`src/rtl/mem_arbiter.sv`:
```
// mem_arbiter: shares the single-port unified memory between instruction fetch
// and load/store data. One transaction at a time: arbitrate, issue a strobe,
// wait MEM_LAT cycles, return data with a one-cycle valid pulse.
// Optional build macro MEM_ARB_RR_EN: round-robin arbitration on a
// last-granted bit instead of data priority with a starvation guard.
module mem_arbiter #(
  parameter int unsigned MEM_LAT    = 1,
  parameter int unsigned STARVE_MAX = 4
) (
  input  logic        clock,
  input  logic        reset_n,
  input  logic        if_req,
  input  logic [31:0] if_addr,
  output logic        if_ready,
  output logic        if_valid,
  output logic [31:0] if_rdata,
  input  logic        d_req,
  input  logic        d_we,
  input  logic [31:0] d_addr,
  input  logic [31:0] d_wdata,
  input  logic [1:0]  d_size,
  output logic        d_ready,
  output logic        d_valid,
  output logic [31:0] d_rdata,
  output logic        d_err,
  output logic [31:0] mem_addr,
  output logic [31:0] mem_wdata,
  output logic [1:0]  mem_size,
  output logic        mem_we,
  output logic        mem_re,
  input  logic [31:0] mem_rdata
);

  localparam logic [2:0] LAT_LAST = 3'(MEM_LAT - 1);

  typedef enum logic [1:0] {IDLE, ISSUE, WAIT, RESP} state_t;

  state_t     state_q, state_d;
  logic [2:0] lat_cnt_q;
  logic       own_d_q;
  logic       err_q;
  logic       we_q;
  logic       favour_if;
  logic       grant_i, grant_d;
  logic       arb_ok;
  logic       d_misalign;

`ifdef MEM_ARB_RR_EN
  logic last_d_q;
`else
  localparam logic [3:0] STARVE_LIM = 4'(STARVE_MAX);
  logic [3:0] starve_q;
`endif

  // Arbitration, ready handshakes and next-state decode
  always_comb begin
    state_d    = state_q;
    arb_ok     = reset_n && ((state_q == IDLE) || (state_q == RESP));
    d_misalign = ((d_size == 2'd1) && d_addr[0]) ||
                 ((d_size == 2'd3) && (d_addr[1:0] != 2'b00));
`ifdef MEM_ARB_RR_EN
    favour_if  = last_d_q;
`else
    favour_if  = (starve_q == STARVE_LIM);
`endif
    grant_i    = arb_ok && if_req && (!d_req || favour_if);
    grant_d    = arb_ok && d_req && !(if_req && favour_if);
    if_ready   = grant_i;
    d_ready    = grant_d;
    case (state_q)
      IDLE, RESP: state_d = (grant_i || grant_d) ? ISSUE : IDLE;
      ISSUE:      state_d = WAIT;
      WAIT:       if (lat_cnt_q == LAT_LAST) state_d = RESP;
      default:    state_d = IDLE;
    endcase
  end

  // State register
  always_ff @(posedge clock) begin
    if (!reset_n) state_q <= IDLE;
    else          state_q <= state_d;
  end

  // Request latch, memory bus, latency counter and response outputs
  always_ff @(posedge clock) begin
    if (!reset_n) begin
      lat_cnt_q <= 3'd0;
      own_d_q   <= 1'b0;
      err_q     <= 1'b0;
      we_q      <= 1'b0;
      mem_addr  <= 32'd0;
      mem_wdata <= 32'd0;
      mem_size  <= 2'd0;
      mem_we    <= 1'b0;
      mem_re    <= 1'b0;
      if_valid  <= 1'b0;
      if_rdata  <= 32'd0;
      d_valid   <= 1'b0;
      d_rdata   <= 32'd0;
      d_err     <= 1'b0;
    end else begin
      mem_we   <= 1'b0;
      mem_re   <= 1'b0;
      if_valid <= 1'b0;
      if_rdata <= 32'd0;
      d_valid  <= 1'b0;
      d_rdata  <= 32'd0;
      d_err    <= 1'b0;
      if (grant_i) begin
        own_d_q   <= 1'b0;
        err_q     <= 1'b0;
        we_q      <= 1'b0;
        mem_addr  <= if_addr;
        mem_wdata <= 32'd0;
        mem_size  <= 2'd3;
        mem_re    <= 1'b1;
      end else if (grant_d) begin
        own_d_q   <= 1'b1;
        err_q     <= d_misalign;
        we_q      <= d_we;
        mem_addr  <= d_addr;
        mem_wdata <= d_we ? d_wdata : 32'd0;
        mem_size  <= d_size;
        mem_we    <= d_we && !d_misalign;
        mem_re    <= !d_we && !d_misalign;
      end
      if (state_q == ISSUE)     lat_cnt_q <= 3'd0;
      else if (state_q == WAIT) lat_cnt_q <= lat_cnt_q + 3'd1;
      if ((state_q == WAIT) && (lat_cnt_q == LAT_LAST)) begin
        if (own_d_q) begin
          d_valid <= 1'b1;
          d_err   <= err_q;
          d_rdata <= (err_q || we_q) ? 32'd0 : mem_rdata;
        end else begin
          if_valid <= 1'b1;
          if_rdata <= mem_rdata;
        end
      end
    end
  end

`ifdef MEM_ARB_RR_EN
  // Last-granted bit: after a data grant fetch wins the next tie
  always_ff @(posedge clock) begin
    if (!reset_n)     last_d_q <= 1'b0;
    else if (grant_i) last_d_q <= 1'b0;
    else if (grant_d) last_d_q <= 1'b1;
  end
`else
  // Starvation counter: data grants while fetch waits
  always_ff @(posedge clock) begin
    if (!reset_n)                starve_q <= 4'd0;
    else if (grant_i)            starve_q <= 4'd0;
    else if (grant_d && if_req)  starve_q <= starve_q + 4'd1;
  end
`endif

endmodule

```
`config.mk`:
```
export PLATFORM = sky130hd
export DESIGN_NAME = mem_arbiter
export DESIGN_NICKNAME = d
export VERILOG_FILES = /design/src/rtl/mem_arbiter.sv
export SDC_FILE = /design/constraint.sdc
export NUM_CORES = 1
export LEC_CHECK = 0
export CAP_MARGIN = 20
export CELL_PAD_IN_SITES_DETAIL_PLACEMENT = 1
export CELL_PAD_IN_SITES_GLOBAL_PLACEMENT = 1
export CORE_UTILIZATION = 30
export CTS_BUF_LIST = sky130_fd_sc_hd__clkbuf_16
export DETAILED_ROUTE_END_ITERATION = 10
export PLACE_DENSITY = 0.88
export SYNTH_ARGS = -nofsm -noshare
export SYNTH_HDL_FRONTEND = slang
export SYNTH_SLANG_ARGS = --single-unit
```
`constraint.sdc`:
```
create_clock -name clock -period 2.1 [get_ports clock]
set_input_delay 0.21 -clock clock [delete_from_list [all_inputs] [get_ports clock]]
set_output_delay 0.21 -clock clock [all_outputs]
set_load 0.1 [all_outputs]
```
Word level (Yosys, flattened, before mapping)
Index checks and enable logic that the tools add are counted.

Flip-flop bits (word level): 147. Bits of input ports: 135.

Add/subtract/negate cells: 2. Equality and inequality tests: 7. Muxes and demuxes: 12. Bitwise operators: 4. Reductions and logical operators: 33.

Operators with widths (number): $mux 32 (3); $logic_and 1x1->1 (12); $eq 2x2->1 const B (3); $mux 2 (3); $pmux 2 s3 (1); $reduce_or 2->1 (3); $reduce_or 3->1 (2); $logic_or 1x1->1 (5); $mux 1 (5); $add 4x1->4 const B (1); $eq 2x1->1 const B (2); $eq 4x3->1 const B (1); $logic_not 1->1 (4); $not 1->1 (4); $reduce_bool 2->1 (2); $reduce_or 4->1 (1); $add 3x1->3 const B (1); $logic_not 3->1 (1); $reduce_and 3->1 (1); $logic_not 2->1 (1); $ne 2x2->1 const B (1); $reduce_and 2->1 (1).

Depth between registers and ports, before layout
Depth after elaboration: 8. Depth in mapped cells: 8. Gate-level depth less buffers: 6.

Worst setup path after synthesis
No wires, ideal clock.

Kind: register to register. From: register starve_q[0]. To: register mem_we. Library setup time: 0.067 ns. Arrival: 2.734 ns. Data required time: 2.033 ns. Slack: -0.701 ns. Stages on the path, launching flop included: 8. Buffers on the path: 2. Cell sequence: dfxtp_1 > inv_1 > ha_1 > and4b_1 > buf_6 > buf_6 > nor2_1 > and3_1.

Word-level cells in the longest chain between the ends: 6. Elaborated cells on any way between the ends: 8.

Ends and longest elaborated chain: start: declaration (line 52) `logic [3:0] starve_q;`; start signal: assignment (line 154) `else if (grant_d && if_req) starve_q <= starve_q + 4'd1;`; $eq 4x3->1 (line 64) `favour_if = (starve_q == STARVE_LIM);`; $logic_and 1x1->1 (line 67) `grant_d = arb_ok && d_req && !(if_req && favour_if);`; $logic_not 1->1 (line 67); $logic_and 1x1->1 (line 67); named net d_ready (line 22) `output logic d_ready,`; $not 1->1 (no source line); $reduce_or 3->1 (no source line); end signal: assignment (line 124) `mem_we <= d_we && !d_misalign;`; end: declaration (line 29) `output logic mem_we,`.

The timed path passes the listed nets, and every way through them passes these cells. A chain may end at the register's enable or synchronous reset.

Worst setup path in the final report
From: register starve_q[0]. To: output d_ready.

Word-level cells in the longest chain between the ends: 4.

Ends and longest elaborated chain (line): $eq 4x3->1 (64); $logic_and 1x1->1 (67); $logic_not 1->1 (67); $logic_and 1x1->1 (67); end: declaration (22).

No other way between the ends.

==> flow_metrics.tcl <==
set metrics [dict create \
    clk_path_buf_depth 2 \
    run_status "completed" \
    nets 974 \
    relSlewSlack_pct 74.0 \
    grt_pass1_wl_um 32100 \
    async_flop_share_pct 0 \
    p_comb_share_pct 39.8 \
    synthMuxAreaShare_pct 0.349 \
    synth_edf_count 0 \
    core_area_um2 18700 \
    drt_wl_total_um 20500 \
    ant_nets 0 \
    syn_nets 720 \
    synth-xor-area-share_pct 0.459 \
    antenna_found_initial 0 \
    worst_ep_required_time_ns 1.89 \
    end_kind "output port" \
    synth_compound_area_share_pct 22.9 \
    yosys_warnings 0 \
    ioPinCount 272 \
    p_leak_nw 3.49 \
    place_ws_ns 0.127 \
    r2r-end "mem_addr[31]" \
    rsz0062_at_grt "false" \
    timing.reg2reg.setup_slack_ns 0.35 \
    wire_per_inst_um 19.0 \
    syn_inst 579 \
    synth_cell_types 46 \
    grt_overflow 0 \
    dieWidth_um 140 \
    hp-start "mem_rdata[30]" \
    min_period_ns 2.04 \
    numCtsBuffers 17 \
    numPortBuffers 271 \
    grt_max_degree 48 \
    cts_root_buf "clkbuf_16" \
    gp_congestion 0.775 \
    fin_ws_ns 0.0612 \
    dr.first_iter.drc_count 324 \
    postCtsHoldBufs 0 \
    layout_common_cells "154 x buf_4, 144 x dfxtp_1, 134 x clkdlybuf4s50_1" \
    grt_usage_pct 21.1 \
    layout_commonest_cell "buf_4" \
    synth-seq-area-share_pct 51.4 \
    route.detailed.drc 0 \
    antenna_cells 0 \
    holdPathEnd "d_rdata[30]" \
    synth_area_um2 5730 \
    cts.sinks 147 \
    hold_viol_final 0 \
    hpwlAfterDp_um 14500 \
    cts_tree "built" \
    path_class "reg -> out" \
    ys.flop_type "dfxtp_1" \
    synth_fa_ha_area_share_pct 1.31 \
    power.switching_w 0.00462 \
    power_frac_seq_pct 31.2 \
    synth_top_family_by_area "compound AO/OA/AOI/OAI gates" \
    worstPathArrival_ns 1.83 \
    maxSlewViolCount 0 \
    vias 5627 \
    tightest_slew_ns 0.385 \
    start_util_pct 30.6 \
    synth_area_per_cell_um2 9.90 \
    fill_cells 2071 \
    worstHoldPathCells 2 \
    regToRegStartpoint "starve_q[1]" \
    reg2regPathDepth 7 \
    maxCapViolations 0 \
    worstPathMaxFanout 34 \
    finalSetupViolCount 0 \
    clk_pin_slew_ns 0.07 \
    synth-seq-cells 147 \
    finalCritPeriodShare_pct 97.1 \
    grt_pass1_vias 5750 \
    p_int_w 0.00593 \
    start_kind "flip-flop" \
    drive_gt1_share_pct 26.7 \
    ir_worst_vdd_uv 572 \
    clkPwrFrac_pct 28.9 \
    fp.dieArea_um2 19700 \
    hold_path_class "in -> reg" \
    dr.pass1.iters 4 \
    insertion_delay_ns 0.43 \
    area_growth_pct 58.5 \
    num_rows 50 \
    setup_tns_ns 0 \
    switching_share_pct 43.8 \
    p_per_area_nw_per_um2 1160 \
    htreeDepth 4 \
    clock_skew_ns 0.0149 \
    synth_simple_gate_area_share_pct 16.6 \
    viasPerCell 5.21 \
    die_h_um 140 \
    max_freq_mhz 490 \
]
area by class of cell:
type / count / area, um^2 / area share [%]
multi-input combinational: 353 / 2430 / 26.8
clock buffer: 17 / 425 / 4.68
sequential: 147 / 2950 / 32.5
timing repair buffer: 301 / 2760 / 30.4
tap: 234 / 293 / 3.22
clock inverter: 15 / 169 / 1.86
inverter: 13 / 51.3 / 0.565
how the worst max path moves through the flow:
stage	from	end	slack, ns	cells past startpoint
finish	starve_q[0]	d_ready	0.06	6
global route	starve_q[0]	d_ready	0.003	6
CTS	state_q[0]	if_ready	0.01	6
detailed placement	state_q[0]	mem_addr[31]	0.13	6
global placement	reset_n	d_rdata[2]	0.26	6
floorplan	starve_q[0]	mem_we	0.17	7
synth_stat cells (3+ instances only):
library cell | count | area, um^2
dfxtp_1 | 147 | 2940
o21ai_0 | 67 | 335
and2_1 | 65 | 407
a211oi_1 | 54 | 405
nand3_1 | 35 | 175
nand4_1 | 34 | 213
a311oi_1 | 30 | 263
clkbuf_1 | 29 | 109
buf_2 | 18 | 90.1
a211oi_2 | 12 | 150
inv_1 | 11 | 41.3
buf_6 | 7 | 78.8
buf_4 | 6 | 45.0
ha_1 | 6 | 75.1
nor2_1 | 6 | 22.5
o211ai_1 | 5 | 37.5
clkbuf_2 | 4 | 20.0
a21oi_1 | 3 | 15.0
and3_1 | 3 | 18.8
power groups by stage:
stage	logic [W]	clock network, W	registers [W]
after floorplan	0.000925	0	0.00541
after global placement	0.00409	0	0.00333
after detailed placement	0.00415	0	0.00335
after CTS	0.00422	0.00311	0.00329
after global routing	0.00437	0.00324	0.00333
final	0.00420	0.00305	0.00329
registers in the layout, summed over array words and instances (netlist names):
name / flops
d_err: 1
d_rdata: 32
d_valid: 1
err_q: 1
if_rdata: 32
if_valid: 1
lat_cnt_q: 3
mem_addr: 32
mem_re: 1
mem_size: 2
mem_wdata: 32
mem_we: 1
own_d_q: 1
starve_q: 4
state_q: 2
we_q: 1
timing repair:
action                     4_1_cts  5_1_grt
hold endpoints to repair         0        0
setup endpoints to repair        2        2
gates resized for setup          8        4
buffers inserted                 2        0
cloned                           0        0
pin swaps                        1        0
worst max-delay path, stage by stage (launching register included):
cell and delay, ns:
dfxtp_4 0.37, inv_1 0.05, ha_2 0.20, and4b_2 0.27, buf_12 0.17, nor2_4 0.14, buf_12 0.19
stage by stage:
| stage | power [W] | hold WS [ns] | area (um^2) | util (%) | std cells |
|---|---|---|---|---|---|
| after floorplan | 0.00633 | 0.332 | 5740 | - | 579 |
| after global placement | 0.00742 | 0.471 | 8430 | 45.1 | 1046 |
| after detailed placement | 0.00750 | 0.482 | 8430 | 45.1 | 1046 |
| after CTS | 0.0106 | 0.355 | 9070 | 48.5 | 1080 |
| after global routing | 0.0109 | 0.361 | 9080 | 48.6 | 1080 |
| final | 0.0105 | 0.371 | 9080 | 48.6 | 1080 |
routing by layer:
metal	wire length (um)	part of all wire, %	global-route usage (%)
met1	8270	40	24.1
met4	511	2.5	7.92
met2	10300	50	36.6
met5	0	0	0
met3	1450	7.1	6.60
cells by family (layout without fill, tap and decap cells):
kind of cell / count (synthesis) / after routing
xor+xnor: 3 / 3
flops: 147 / 147
compound gates: 183 / 183
buf+inv: 79 / 346
mux: 2 / 2
fa+ha+maj: 6 / 6
simple gates: 159 / 159
Note: power is estimated with default switching activity, not from simulation.
